### src/rtl/spi_pkg.sv
// Shared definitions for the SPI datapath blocks.
//   - FSM state encoding for spi_shift_engine. The unused code 2'd3 is
//     decoded as IDLE by the engine.
//   - cnt_w(): width of a counter able to hold 0..w. The SCLK generator
//     uses it too.
package spi_pkg;

   localparam logic [1:0] ST_IDLE   = 2'd0;
   localparam logic [1:0] ST_ACTIVE = 2'd1;
   localparam logic [1:0] ST_DONE   = 2'd2;

   function automatic int cnt_w(input int w);
      return $clog2(w + 1);
   endfunction

endpackage

### src/rtl/spi_shift_engine_if.sv
// Parallel-side bus of spi_shift_engine.
//   tx_data/tx_valid/tx_ready : transmit frame load handshake
//   rx_data/rx_valid          : received frame and its one-cycle update pulse
//   busy, bit_cnt             : frame status
// master = byte-level controller side, slave = shift engine side.
interface spi_shift_engine_if
   import spi_pkg::*;
#(
   parameter int WIDTH = 8
);
   localparam int CNT_W = cnt_w(WIDTH);

   logic [WIDTH-1:0] tx_data;
   logic             tx_valid;
   logic             tx_ready;
   logic [WIDTH-1:0] rx_data;
   logic             rx_valid;
   logic             busy;
   logic [CNT_W-1:0] bit_cnt;

   modport master (
      output tx_data, tx_valid,
      input  tx_ready, rx_data, rx_valid, busy, bit_cnt
   );

   modport slave (
      input  tx_data, tx_valid,
      output tx_ready, rx_data, rx_valid, busy, bit_cnt
   );

endinterface

### src/rtl/spi_shift_engine.sv
// Parametrised SPI shift engine.
// Loads a WIDTH-bit frame through a valid/ready handshake, shifts it out one
// bit per shift strobe while shifting received bits in, and publishes the
// received frame with a one-cycle rx_valid pulse.
// Ports:
//   i_clk        : clock, rising edge
//   i_clear      : synchronous active-high reset, dominates all other inputs
//   if_bus       : parallel bus (tx handshake, rx frame, busy, bit_cnt)
//   i_sample_en  : strobe, capture i_serial_in
//   i_shift_en   : strobe, shift one bit toward the serial output end
//   i_serial_in  : receive bit
//   o_serial_out : transmit bit (0 outside ACTIVE)
module spi_shift_engine
   import spi_pkg::*;
#(
   parameter int WIDTH     = 8,
   parameter bit MSB_FIRST = 1'b1
) (
   input  logic                 i_clk,
   input  logic                 i_clear,
   spi_shift_engine_if.slave    if_bus,
   input  logic                 i_sample_en,
   input  logic                 i_shift_en,
   input  logic                 i_serial_in,
   output logic                 o_serial_out
);

   localparam int CNT_W = cnt_w(WIDTH);

   logic [WIDTH-1:0] r_shreg;
   logic             r_samp_bit;
   logic [CNT_W-1:0] r_bit_cnt;
   logic [1:0]       r_state;
   logic [WIDTH-1:0] r_rx_data;
   logic             r_rx_valid;

   logic [1:0]       w_state;
   logic             w_ins_bit;
   logic [WIDTH-1:0] w_shreg_nxt;
   logic [CNT_W-1:0] w_cnt_nxt;
   logic             w_tx_bit;

   // Unused encoding falls back to IDLE.
   assign w_state = (r_state == ST_ACTIVE || r_state == ST_DONE) ? r_state : ST_IDLE;

   // Same-cycle sample and shift bypasses the sample register.
   assign w_ins_bit = (i_sample_en && i_shift_en) ? i_serial_in : r_samp_bit;

   generate
      if (MSB_FIRST) begin : g_msb
         assign w_shreg_nxt = {r_shreg[WIDTH-2:0], w_ins_bit};
         assign w_tx_bit    = r_shreg[WIDTH-1];
      end else begin : g_lsb
         assign w_shreg_nxt = {w_ins_bit, r_shreg[WIDTH-1:1]};
         assign w_tx_bit    = r_shreg[0];
      end
   endgenerate

   assign w_cnt_nxt = r_bit_cnt + CNT_W'(1);

   always_ff @(posedge i_clk) begin
      if (i_clear) begin
         r_shreg    <= '0;
         r_samp_bit <= 1'b0;
         r_bit_cnt  <= '0;
         r_state    <= ST_IDLE;
         r_rx_data  <= '0;
         r_rx_valid <= 1'b0;
      end else begin
         r_rx_valid <= 1'b0;
         case (w_state)
            ST_ACTIVE: begin
               if (i_sample_en)
                  r_samp_bit <= i_serial_in;
               if (i_shift_en) begin
                  r_shreg   <= w_shreg_nxt;
                  r_bit_cnt <= w_cnt_nxt;
                  // Leave ACTIVE on the last bit so bit_cnt never passes WIDTH.
                  if (w_cnt_nxt == CNT_W'(WIDTH)) begin
                     r_rx_data  <= w_shreg_nxt;
                     r_rx_valid <= 1'b1;
                     r_state    <= ST_DONE;
                  end
               end
            end
            ST_DONE: begin
               r_state <= ST_IDLE;
            end
            default: begin
               r_state <= ST_IDLE;
               if (if_bus.tx_valid) begin
                  r_shreg    <= if_bus.tx_data;
                  r_bit_cnt  <= '0;
                  r_samp_bit <= 1'b0;
                  r_state    <= ST_ACTIVE;
               end
            end
         endcase
      end
   end

   assign if_bus.tx_ready = (w_state == ST_IDLE);
   assign if_bus.busy     = (w_state == ST_ACTIVE) || (w_state == ST_DONE);
   assign if_bus.rx_data  = r_rx_data;
   assign if_bus.rx_valid = r_rx_valid;
   assign if_bus.bit_cnt  = r_bit_cnt;
   assign o_serial_out    = (w_state == ST_ACTIVE) ? w_tx_bit : 1'b0;

endmodule

### src/flat_wrapper.sv
// flat-port wrapper written by rule: the top's interface ports become plain ports
module spi_shift_engine_flat import spi_pkg::*;
#(
   parameter int WIDTH     = 8,
   parameter bit MSB_FIRST = 1'b1
)
  (i_clk, i_clear, i_sample_en, i_shift_en, i_serial_in, o_serial_out, if_bus_tx_data, if_bus_tx_valid, if_bus_tx_ready, if_bus_rx_data, if_bus_rx_valid, if_bus_busy, if_bus_bit_cnt);
  spi_shift_engine_if #(.WIDTH(WIDTH)) if_bus_i ();
  input  logic i_clk;
  input  logic i_clear;
  input  logic i_sample_en;
  input  logic i_shift_en;
  input  logic i_serial_in;
  output logic o_serial_out;
  input wire logic [$bits(if_bus_i.tx_data)-1:0] if_bus_tx_data;
  input wire logic [$bits(if_bus_i.tx_valid)-1:0] if_bus_tx_valid;
  output wire logic [$bits(if_bus_i.tx_ready)-1:0] if_bus_tx_ready;
  output wire logic [$bits(if_bus_i.rx_data)-1:0] if_bus_rx_data;
  output wire logic [$bits(if_bus_i.rx_valid)-1:0] if_bus_rx_valid;
  output wire logic [$bits(if_bus_i.busy)-1:0] if_bus_busy;
  output wire logic [$bits(if_bus_i.bit_cnt)-1:0] if_bus_bit_cnt;
  assign if_bus_i.tx_data = if_bus_tx_data;
  assign if_bus_i.tx_valid = if_bus_tx_valid;
  assign if_bus_tx_ready = if_bus_i.tx_ready;
  assign if_bus_rx_data = if_bus_i.rx_data;
  assign if_bus_rx_valid = if_bus_i.rx_valid;
  assign if_bus_busy = if_bus_i.busy;
  assign if_bus_bit_cnt = if_bus_i.bit_cnt;
  spi_shift_engine #(.WIDTH(WIDTH), .MSB_FIRST(MSB_FIRST)) u_core (.i_clk(i_clk), .i_clear(i_clear), .if_bus(if_bus_i), .i_sample_en(i_sample_en), .i_shift_en(i_shift_en), .i_serial_in(i_serial_in), .o_serial_out(o_serial_out));
endmodule
### config.mk
export PLATFORM = sky130hd
export DESIGN_NAME = spi_shift_engine_flat
export DESIGN_NICKNAME = d
export VERILOG_FILES = /design/src/rtl/spi_pkg.sv /design/src/rtl/spi_shift_engine_if.sv /design/src/rtl/spi_shift_engine.sv /design/src/flat_wrapper.sv
export SDC_FILE = /design/constraint.sdc
export NUM_CORES = 1
export LEC_CHECK = 0
export ABC_AREA = 1
export CORE_AREA = 2 2 52 54
export DETAILED_ROUTE_END_ITERATION = 10
export DIE_AREA = 0 0 54 56
export GPL_TIMING_DRIVEN = 0
export MAX_ROUTING_LAYER = met4
export PLACE_DENSITY_LB_ADDON = 0.3
export RECOVER_POWER = 50
export SLEW_MARGIN = 15
export SYNTH_ARGS = -nofsm -noshare
export SYNTH_HDL_FRONTEND = slang
export SYNTH_SLANG_ARGS = --single-unit
### constraint.sdc
create_clock -name i_clk -period 3 [get_ports i_clk]
set_clock_uncertainty 0.2 [all_clocks]
set_input_delay 0.45 -clock i_clk [delete_from_list [all_inputs] [get_ports i_clk]]
set_output_delay 0.45 -clock i_clk [all_outputs]
set_load 0.02 [all_outputs]
* Word level (Yosys, flattened, before mapping)
Cells that the tools add are included.
** Word-level totals
- Flip-flop bits (word level) :: 24
- Output and inout port bits :: 16
- Input port bits :: 14
- Logic and storage cells :: 45
** Cells by class
- Reductions and logical operators :: 10
- $add $sub $neg :: 1
- Bitwise gates (word level) :: 3
- Equality and inequality tests :: 8
- Multiplexer cells :: 17
** Operators with widths (number)
- two-way mux 8 bit :: 2
- case mux 8 bit (2 select lines) :: 1
- AND reduction 3 bit :: 3
- two-way mux 4 bit :: 2
- case mux 4 bit (2 select lines) :: 1
- two-way mux 1 bit :: 6
- two-way mux 2 bit :: 3
- adder 4 x 1 -> 4 bit, second input constant :: 1
- == test 2 x 1 -> 1 bit, second input constant :: 2
- == test 2 bit, second input constant :: 2
- == test 4 bit, second input constant :: 1
- inequality test 2 bit, second input constant :: 2
- case mux 2 bit (2 select lines) :: 1
- NOT 1 bit :: 3
- OR reduction 3 bit :: 1
- logical NOT 2 bit :: 1
- logical OR 1 bit :: 2
- inequality test 2 x 1 -> 1 bit, second input constant :: 1
- case mux 1 bit (2 select lines) :: 1
- AND reduction 2 bit :: 1
- nonzero test 2 bit :: 1
- logical AND 1 bit :: 1

* Depth between registers and ports, before layout
- Depth in word-level cells :: 6
- Gate-level depth with buffers :: 10
- Depth with buffers taken out :: 8

* Least setup slack after synthesis
Ideal clock, no wire load.
- Path kind :: register to output
- Start :: register u_core.r_state[0]
- End :: output port if_bus_busy
- Cell stages (with the launch flop) :: 4
- Arrival :: 931 ps
- Buffers on the path :: 0
- Path slack :: 1419 ps
- Cell sequence :: dfxtp_1 -> inv_1 -> ha_1 -> inv_1
** On the way
- Cells in the longest elaborated chain, start to end :: 5
- Elaborated cells between the ends (all ways) :: 7
- Classes of those cells :: eq/ne: 4; mux: 1; reduce/logical: 2
** Ends and longest elaborated chain
- start, declared :: RTL line spi_shift_engine.sv:33 : logic [1:0] r_state;
- start signal, assigned :: RTL line spi_shift_engine.sv:66 : r_state <= ST_IDLE;
- start signal, assigned :: RTL line spi_shift_engine.sv:82 : r_state <= ST_DONE;
- start signal, assigned :: RTL line spi_shift_engine.sv:87 : r_state <= ST_IDLE;
- == test 2 x 1 -> 1 bit or == test 2 bit (tied branches) :: RTL line spi_shift_engine.sv:44 : assign w_state = (r_state == ST_ACTIVE || r_state == ST_DONE) ? r_state : ST_IDLE;
- logical OR 1 bit :: RTL line spi_shift_engine.sv:44
- two-way mux 2 bit * :: RTL line spi_shift_engine.sv:44
- == test 2 x 1 -> 1 bit or == test 2 bit (tied branches) :: RTL line spi_shift_engine.sv:103 : assign if_bus.busy = (w_state == ST_ACTIVE) || (w_state == ST_DONE);
- logical OR 1 bit * :: RTL line spi_shift_engine.sv:103
- end, declared :: RTL line flat_wrapper.sv:20 : output wire logic [$bits(if_bus_i.busy)-1:0] if_bus_busy;
Mark *: on every way between the ends. The rest lies on a longest branch, timed or not.

* Worst setup path after layout
- Start :: register u_core.r_state[1]
- End :: output port o_serial_out
** On the way
- Cells in the longest elaborated chain, start to end :: 5
- Elaborated cells between the ends (all ways) :: 6
- Classes of those cells :: eq/ne: 3; mux: 2; reduce/logical: 1
** Ends and longest elaborated chain
- == test 2 x 1 -> 1 bit or == test 2 bit (tied branches) :: RTL line spi_shift_engine.sv:44
- logical OR 1 bit :: RTL line spi_shift_engine.sv:44
- two-way mux 2 bit * :: RTL line spi_shift_engine.sv:44
- == test 2 x 1 -> 1 bit * :: RTL line spi_shift_engine.sv:107 : assign o_serial_out = (w_state == ST_ACTIVE) ? w_tx_bit : 1'b0;
- two-way mux 1 bit * :: RTL line spi_shift_engine.sv:107
- end, declared :: RTL line flat_wrapper.sv:14 : output logic o_serial_out;
Marks and branches as above.

==> impl_metrics.json <==
{
  "report.final.hold_viol_count": 0,
  "cts_buffer_depth": 2,
  "met2_length_um": 1191,
  "core_box_area_sq_um": 2432,
  "i_o_pin_cnt": 30,
  "clkSlewWorstSetupHoldPaths_ps": 130,
  "synthesis.instances": 167,
  "worst-r2r-cell-count": 9,
  "core.rowCount": 18,
  "rr_startpoint": "u_core.r_state[1]",
  "drt-pass1-iter-count": 4,
  "drv.max_cap_violation_count": 0,
  "min_path_cells": 2,
  "combinational_family_with_the_most_area_after_synthesis": "simple AND/OR/NAND/NOR gates",
  "finalWorstPathRequiredPeriod_ps": 2375,
  "dominant_synthesized_flop_cell": "sky130_fd_sc_hd__dfxtp_1",
  "avg_synthesized_cell_area_sq_um": 7.073,
  "drtIter0Drc": 20,
  "fraction_of_layout_cells_with_a_size_suffix_above_1_pct": 6.000,
  "dpl_worst_slack_ps": 965.9,
  "worstHoldEndpoint": "u_core.r_samp_bit",
  "top_layer_used": "met4",
  "met3_wl_um": 158,
  "syn-cell-area_sq_um": 1181,
  "setup.worst_path.class": "reg -> out",
  "grt.total_usage_pct": 18.47,
  "synth_xor_xnor_area_share_pct": 0,
  "final.fill_count": 233,
  "cts.sinks": 24,
  "share_of_the_synthesized_area_in_compound_gates_ao_oa_aoi_oai_pct": 15.36,
  "run_status": "finished clean",
  "detail_route.wirelength.met1_um": 1051,
  "cts_tree": "built",
  "grt_start_max_net_pins": 14,
  "placement.cell_area_sq_um": 1509,
  "clkLatencyLatePin_ps": 310,
  "number_of_cells_after_detailed_placement": 226,
  "crit_fanout": 10,
  "timing.hold.worst.class": "reg -> reg",
  "postSynthRegisterBits": 24,
  "slew_headroom_pct": 68.65,
  "postCtsSetupRepairBufs": 0,
  "maxSlewViolCount": 0,
  "edff_count_synth": 0,
  "synthSimpleGateAreaFrac_pct": 27.12,
  "fmax_mhz": 421.0,
  "cts_made_buffers": 3,
  "timing.final.setup_violations": 0,
  "netlist_top_cells_area": "sky130_fd_sc_hd__dfxtp_1, sky130_fd_sc_hd__nand2_1, sky130_fd_sc_hd__inv_1, sky130_fd_sc_hd__o21ai_0, sky130_fd_sc_hd__a21oi_1",
  "global_route_wire_length_before_repair_um": 4098,
  "hp-start": "u_core.r_samp_bit",
  "globalRoute.totalOverflow": 0,
  "place.gp.congestion": 0.8558,
  "worst_slew_pin_slew_ps": 470.3,
  "arithmetic_cell_share_of_the_synthesized_area_counting_full_adders_half_adders_and_majority_gates_pct": 3.178,
  "nets": 218,
  "totalPowerFinal_mw": 0.6201,
  "place_hpwl_um": 1926,
  "synthToLayoutAreaGrowth_pct": 27.44,
  "final_design_area_no_fill_sq_um": 1505,
  "setup_ws_ps": 624.7,
  "static-leakage-power_nw": 0.6817,
  "synth.most_common_cell": "sky130_fd_sc_hd__nand2_1",
  "cp.arrival_ps": 1730,
  "routedWlPerCell_um": 10.62,
  "vias_after_detailed_routing": 1118,
  "stdcell_count": 230,
  "post-route-period-util_pct": 79.18,
  "yosys_warnings": 0,
  "design.die.area_sq_um": 3024,
  "worst_ep_required_time_ps": 2350,
  "finalWirelength_um": 2443,
  "floorplan.die.width_um": 54,
  "clockRootBuffer": "sky130_fd_sc_hd__clkbuf_4",
  "finalSetupTns_ps": 0,
  "number_of_distinct_library_cells_after_synthesis": 20,
  "grt_pass1_vias": 999,
  "power.ir.vdd_worst_mv": 0.2879,
  "cts-htree-levels": 1,
  "insertedDiodeCount": 0,
  "io_buffer_count": 29,
  "gates_resized_cts_repair": 0,
  "start_kind": "flip-flop",
  "netlist_top_cells_count": "sky130_fd_sc_hd__nand2_1, sky130_fd_sc_hd__inv_1, sky130_fd_sc_hd__dfxtp_1, sky130_fd_sc_hd__o21ai_0",
  "viasPerCell": 4.861,
  "reg_to_reg_endpoint": "u_core.r_shreg[7]",
  "synth_top_area_share_pct": 40.68,
  "rsz0062_at_grt": "no",
  "synth_fp_nets": 184,
  "regToRegSetupSlack_ps": 950,
  "route.detailed.drc": 0,
  "postRouteAntennaNets": 0,
  "start_util_pct": 48.56,
  "ctsHoldBuffers": 0,
  "synth_mux_area_share_pct": 0,
  "initial_antenna_violation_count": 0,
  "share_of_the_yosys_chip_area_belonging_to_registers_pct": 40.68,
  "die-height_um": 56,
  "synth-async-reset-ratio_pct": 0,
  "setup.worst_path.end_class": "primary output",
  "pwr_per_cell_area_nw_per_um2": 412.0,
  "synth_top_area_cell": "sky130_fd_sc_hd__dfxtp_1"
}
==> cell families (layout without fill, tap and decap cells) <==
kind of cell               after synthesis  after routing
buffers and inverters                   34             67
DFF                                     24             24
AOI/OAI and AO/OA                       35             35
adders and majority gates                3              3
and+or+nand+nor                         71             71
==> flip-flops by register name, indices dropped and copies added, names as in the netlist <==
| name | flops |
|---|---|
| u_core.r_state | 2 |
| u_core.r_shreg | 8 |
| u_core.if_bus.rx_data | 8 |
| u_core.if_bus.bit_cnt | 4 |
| u_core.r_samp_bit | 1 |
| u_core.if_bus.rx_valid | 1 |
==> metal layers <==
layer,GRT usage (%),up-vias
met3,2.688,5
met1,22.04,495
li1,-,582
met5,-,-
met4,8.571,0
met2,29.79,36
==> worst max-delay path by stage <==
stage | from | end | slack [ps] | cells past startpoint
floorplan | u_core.r_state[0] | if_bus_busy | 1420 | 3
global placement | u_core.r_state[1] | o_serial_out | 980 | 6
detailed placement | u_core.r_state[1] | o_serial_out | 970 | 6
CTS | u_core.r_state[1] | o_serial_out | 610 | 6
global route | u_core.r_state[1] | o_serial_out | 530 | 6
finish | u_core.r_state[1] | o_serial_out | 620 | 6
==> where the power goes <==
group	internal (mW)	leakage, nW	switching, mW
sequential	0.334	0.196	0.00879
clock	0.0742	0.0210	0.0940
combinational	0.0467	0.465	0.0625
total	0.455	0.682	0.165
==> layout make-up <==
cell class	instances	area [sq um]	area share, %
plain buffers	5	35.03	2.328
clock buffers	4	36.28	2.411
flip-flops and latches	24	480.5	31.92
inverters	29	108.9	7.232
well taps	30	37.54	2.494
repair buffers	29	290.3	19.29
multi-input cells	109	516.7	34.33
==> through the flow <==
step / hold WS, ps / utilization (%)
floorplan: 233.0 / -
global placement: 250.6 / 62.04
detailed placement: 265.6 / 62.04
CTS: 285.6 / 63.53
global route: 305.2 / 61.88
finish: 276.9 / 61.88
==> critical path, stage by stage, from the launching register on <==
cell and delay [ps]:
sky130_fd_sc_hd__dfxtp_1 330, sky130_fd_sc_hd__inv_1 70, sky130_fd_sc_hd__ha_1 170, sky130_fd_sc_hd__buf_6 140, sky130_fd_sc_hd__nand2_1 60, sky130_fd_sc_hd__inv_1 50
sky130_fd_sc_hd__clkdlybuf4s50_1 590
==> placed cells by master, fill, tap and decap left out <==
cell type                         count
sky130_fd_sc_hd__nand3_1              4
sky130_fd_sc_hd__clkbuf_8             1
sky130_fd_sc_hd__buf_2                1
sky130_fd_sc_hd__dfxtp_1             24
sky130_fd_sc_hd__ha_1                 3
sky130_fd_sc_hd__nor2_1              18
sky130_fd_sc_hd__inv_1               28
sky130_fd_sc_hd__a21boi_0             1
sky130_fd_sc_hd__clkbuf_4             3
sky130_fd_sc_hd__nand2_1             43
sky130_fd_sc_hd__o21ai_0             17
sky130_fd_sc_hd__nand4_1              3
sky130_fd_sc_hd__a21oi_1             16
sky130_fd_sc_hd__inv_2                1
sky130_fd_sc_hd__a21oi_2              1
sky130_fd_sc_hd__buf_6                2
sky130_fd_sc_hd__nand3_4              1
sky130_fd_sc_hd__clkbuf_1             2
sky130_fd_sc_hd__nand2_2              1
sky130_fd_sc_hd__clkdlybuf4s50_1     27
sky130_fd_sc_hd__dlygate4sd3_1        2
sky130_fd_sc_hd__or2_2                1
(Power assumes the default switching activity.)
